--- src/rtl/shift_sequencer.sv ---
// Command-driven sequencer for a bidirectional shift register: optional load, n shifts, done pulse.
// Optional rotate fill is enabled by defining SHIFT_SEQUENCER_ROTATE_EN.
module shift_sequencer #(
   parameter int             MSB     = 4,
   parameter int             CNT_W   = 3,
   parameter logic [MSB-1:0] RST_VAL = MSB'('b1011)
) (
   input  logic             clk,
   input  logic             rst,
   input  logic             cmd_valid,
   output logic             cmd_ready,
   input  logic             cmd_dir,
   input  logic [CNT_W-1:0] cmd_cnt,
   input  logic             cmd_load,
   input  logic [MSB-1:0]   cmd_data,
   input  logic             cmd_rot,
   input  logic             sin,
   input  logic             abort,
   output logic             sout,
   output logic [MSB-1:0]   out,
   output logic [CNT_W-1:0] rem,
   output logic             busy,
   output logic             done
);

   typedef enum logic [1:0] {
      S_IDLE  = 2'd0,
      S_SHIFT = 2'd1,
      S_DONE  = 2'd2
   } state_t;

   state_t           state_q, state_d;
   logic [MSB-1:0]   out_q, out_d;
   logic [CNT_W-1:0] rem_q, rem_d;
   logic             dir_q, dir_d;
   logic             leave_bit;
   logic             fill;

`ifdef SHIFT_SEQUENCER_ROTATE_EN
   logic rot_q, rot_d;
`else
   logic unused_rot;
   assign unused_rot = cmd_rot;
`endif

   // Bit that falls off the register on the next shift, given the latched direction.
   assign leave_bit = dir_q ? out_q[MSB-1] : out_q[0];

   always_comb begin
      fill = sin;
`ifdef SHIFT_SEQUENCER_ROTATE_EN
      if (rot_q) fill = leave_bit;
`endif
   end

   always_comb begin
      state_d = state_q;
      out_d   = out_q;
      rem_d   = rem_q;
      dir_d   = dir_q;
`ifdef SHIFT_SEQUENCER_ROTATE_EN
      rot_d   = rot_q;
`endif
      case (state_q)
         S_IDLE: begin
            if (cmd_valid) begin
               dir_d = cmd_dir;
`ifdef SHIFT_SEQUENCER_ROTATE_EN
               rot_d = cmd_rot;
`endif
               rem_d = cmd_cnt;
               if (cmd_load) out_d = cmd_data;
               state_d = (cmd_cnt == '0) ? S_DONE : S_SHIFT;
            end
         end
         S_SHIFT: begin
            // An abort freezes out and rem so the requester sees how far the command got.
            if (abort) begin
               state_d = S_DONE;
            end else begin
               out_d = dir_q ? {out_q[MSB-2:0], fill} : {fill, out_q[MSB-1:1]};
               rem_d = rem_q - 1'b1;
               if (rem_q == CNT_W'(1)) state_d = S_DONE;
            end
         end
         S_DONE:  state_d = S_IDLE;
         default: state_d = S_IDLE;
      endcase
   end

   always_ff @(posedge clk or posedge rst) begin
      if (rst) begin
         state_q <= S_IDLE;
         out_q   <= RST_VAL;
         rem_q   <= '0;
         dir_q   <= 1'b0;
`ifdef SHIFT_SEQUENCER_ROTATE_EN
         rot_q   <= 1'b0;
`endif
      end else begin
         state_q <= state_d;
         out_q   <= out_d;
         rem_q   <= rem_d;
         dir_q   <= dir_d;
`ifdef SHIFT_SEQUENCER_ROTATE_EN
         rot_q   <= rot_d;
`endif
      end
   end

   assign cmd_ready = (state_q == S_IDLE);
   assign busy      = (state_q != S_IDLE);
   assign done      = (state_q == S_DONE);
   assign sout      = (state_q == S_SHIFT) ? leave_bit : 1'b0;
   assign out       = out_q;
   assign rem       = rem_q;

endmodule

--- config.mk ---
export PLATFORM = sky130hd
export DESIGN_NAME = shift_sequencer
export DESIGN_NICKNAME = d
export VERILOG_FILES = /design/src/rtl/shift_sequencer.sv
export SDC_FILE = /design/constraint.sdc
export NUM_CORES = 1
export LEC_CHECK = 0
export ABC_AREA = 1
export ABC_CLOCK_PERIOD_IN_PS = 1500
export CORE_MARGIN = 4
export CORE_UTILIZATION = 43
export CTS_BUF_LIST = sky130_fd_sc_hd__clkbuf_16
export CTS_CLUSTER_DIAMETER = 150
export CTS_CLUSTER_SIZE = 25
export DETAILED_ROUTE_END_ITERATION = 16
export PLACE_DENSITY = 0.76
export SYNTH_ARGS = -nofsm -noshare
export SYNTH_HDL_FRONTEND = slang
export SYNTH_SLANG_ARGS = --single-unit
--- constraint.sdc ---
create_clock -name clk -period 1.5 [get_ports clk]
set_input_delay 0.15 -clock clk [delete_from_list [all_inputs] [get_ports clk]]
set_output_delay 0.15 -clock clk [all_outputs]
set_load 0.005 [all_outputs]
==> out/metrics.yaml, run 1 <==
outcome:
  outcome: "finished, final reports clean"
sta:
  hold_ws_ns: 0.205
  hold_viol_final: 0
  drv_slew: 0
  fin_crit_sh_pct: 95.7
  finalSetupViolCount: 0
  slew_headroom_pct: 72.1
  clock-skew-final_ns: 0.00207
  tightest_slew_ns: 0.417
  rsz0062_at_grt: "no"
  fmax_mhz: 697
  final.setup.tns_ns: 0
  layout_min_cycle_time_ns: 1.44
logic_synthesis:
  ys_seq_elements: 10
  ys.flop_type: "dfrtp_1"
  synth_top_family_by_area: "simple AND/OR/NAND/NOR gates"
  synth_area_leaders: "nand2_1 27%, dfrtp_1 25%, dfstp_2 11%"
  synth_cell_type_count: 17
  syn_area_per_cell_um2: 6.79
  synthSimpleGateAreaFrac_pct: 46.6
  yosysSeqAreaShare_pct: 36.0
  synth_compound_area_share_pct: 5.32
  synth_area_leader_cell: "nand2_1"
  netlist_instances: 104
  synthMuxAreaShare_pct: 0
  synth.net_count: 121
  yosys.area_share.adder_pct: 3.55
  async_reset_ff_share_pct: 100
  synth_xor_area_share_pct: 0
  synth_most_common_cell: "nand2_1"
  yosysWarnings: 0
  synth_top_area_share_pct: 27.1
  yosys-top-cells-count: "51 x nand2_1, 8 x nand3_1, 7 x dfrtp_1, 7 x inv_1, 6 x inv_2"
  synth_edf_count: 0
  syn_area_um2: 706
power_and_ir_drop:
  leakage_uw: 0.000583
  finalPower_uw: 2370
  power.density_nw_per_um2: 2220
  swShare_pct: 39.9
  p_clk_share_pct: 20.0
  seqPwrFrac_pct: 25.4
  p_int_uw: 1420
  p_comb_share_pct: 54.7
  ir_worst_vdd_mv: 1.54
  p_sw_uw: 945
routing:
  ant_nets: 0
  vias_per_cell: 4.98
  drt_pass1_iterations: 4
  drt_iter0_markers: 13
  vias: 752
  wirelength_mm: 1.74
  wl_per_cell_um: 11.5
  drc: 0
critical_path:
  cpLargestDelayFamily: "flip-flops"
  cp_num_buf_inv: 1
  reg2reg_slack_ns: 0.20
  worst_setup_path_end_kind: "primary output"
  cpMaxStageDelayCell: "dfstp_2"
  cp.required_ns: 1.35
  cp_max_fo: 4
  worstRegToRegCells: 6
  crit_arrival_ns: 1.29
  r2r_end: "state_q[1]"
  worstPathCellList: "clkdlybuf4s50_1"
  path_class: "flop to primary output"
  worst_setup_path_start_kind: "flop"
  r2r_start: "state_q[0]"
  cp_slowest_stage_delay_ns: 0.55
floorplan:
  die-area_um2: 2350
  die_x_um: 48.5
  initial_core_util_pct: 46.3
  core_um2: 1520
  num_io_pins: 26
  rows: 14
  die_h_um: 48.5
grt:
  grt_overflow: 0
  grt_max_degree: 11
  grt_pass1_wl_mm: 2.98
  grt_pass1_vias: 669
  grtUsageTotal_pct: 15.8
  antenna_found_initial: 0
cts:
  clkTransAtPathRegs_ns: 0.04
  clk-insertion-delay-late_ns: 0.24
  numCtsBuffers: 3
  root_buffer: "clkbuf_16"
  cts.sinks: 10
  cts_tree: "built"
  cts_max_path_buffers: 2
  cts-htree-levels: 1
  holdBufCountCts: 0
min_path:
  worstHoldPathType: "primary input to asynchronous set/reset pin"
final_layout:
  final_layout_size_suffix_gt1_share_pct: 20.7
  post-route-util_pct: 70.1
  final-seq-area_um2: 255
  antenna_cells: 0
  final_cell_count_no_fill: 151
  multi_input_area_um2: 392
  syn_to_final_growth_pct: 51.4
  fill_cells: 129
  fin_nets: 153
place:
  globalplace.congestion: 0.843
  place_hpwl_mm: 1.29
  dp.cells: 144
  placement.io_buffers: 24
run:
  cap_viol_max_count: 0
-- sequential cells by signal, indices dropped and copies added (netlist names) --
signal	cells
rem	3
dir_q	1
state_q	2
out	4
-- through the flow --
stage / instance area (um2) / setup slack [ns]
3_3_place_gp: 962 / 0.115
2_1_floorplan: 706 / 0.412
5_1_grt: 1070 / 0.0345
3_5_place_dp: 962 / 0.111
6_report: 1070 / 0.0645
4_1_cts: 1060 / 0.0267
-- power groups by stage --
stage | Clock, uW | Combinational [uW] | Sequential [uW]
2_1_floorplan | 0 | 757 | 590
3_3_place_gp | 0 | 1200 | 605
3_5_place_dp | 0 | 1220 | 610
4_1_cts | 478 | 1310 | 596
5_1_grt | 495 | 1450 | 626
6_report | 473 | 1290 | 601
-- cell families (layout without fill, tap and decap cells) --
family                   after synthesis  after routing
AO/OA/AOI/OAI                          6              6
AND/OR/NAND/NOR                       72             72
flip-flops                            10             10
adder cells (fa/ha/maj)                2              2
buffers and inverters                 14             45
-- what timing repair did --
| action | in CTS | in global routing |
|---|---|---|
| gates resized for setup | 2 | 2 |
| pin swaps | 1 | 1 |
| buffers inserted | 3 | 0 |
| setup endpoints to repair | 4 | 2 |
-- placed cells by master (no fill, tap or decap) --
cell	instances
buf_4	4
clkdlybuf4s50_1	21
and2_1	1
ha_1	2
nand2_1	51
dfrtp_2	1
nand3_2	1
a21oi_1	3
dfstp_2	3
dlymetal6s2s_1	2
nor2_4	2
inv_2	6
nand3_1	8
clkbuf_16	3
o21ai_2	2
dfrtp_1	6
o21ai_1	1
nand2_4	2
inv_1	8
dlygate4sd2_1	1
nor2_1	3
nand2_2	4
-- area by class of cell --
| type | count | area share, % |
|---|---|---|
| clock buffers | 3 | 7.03 |
| multi-input cells | 80 | 36.7 |
| clock inverters | 1 | 0.351 |
| repair buffers | 28 | 25.6 |
| well taps | 16 | 1.87 |
| flip-flops and latches | 10 | 23.9 |
| inverters | 13 | 4.57 |
-- routing by layer --
layer	vias to the layer above	share of wire, %	GRT usage (%)	routed length (um)
met4	0	2.2	8.07	38
met1	337	42	19.8	735
met5	-	0	0	0
li1	381	-	-	-
met3	5	8.0	3.99	139
met2	29	48	25.0	829
-- how the worst max path moves through the flow --
stage                     startpoint        end  slack [ns]  cells past startpoint
after global routing      state_q[1]       busy        0.03                      3
final                         out[1]     out[1]        0.06                      1
after floorplan           state_q[0]     out[2]        0.41                      6
after CTS                 state_q[0]  cmd_ready        0.03                      2
after global placement        out[3]       sout        0.11                      3
after detailed placement      out[3]       sout        0.11                      3
No activity file was read; power rests on OpenSTA's default activity.
==> run 2: changes to the inputs <==
ABC_CLOCK_PERIOD_IN_PS = default   (was 1500)
SLEW_MARGIN = 15   (was default)
==> results of run 2 <==
Final layout, timing and power as in run 1 (identical DEF).
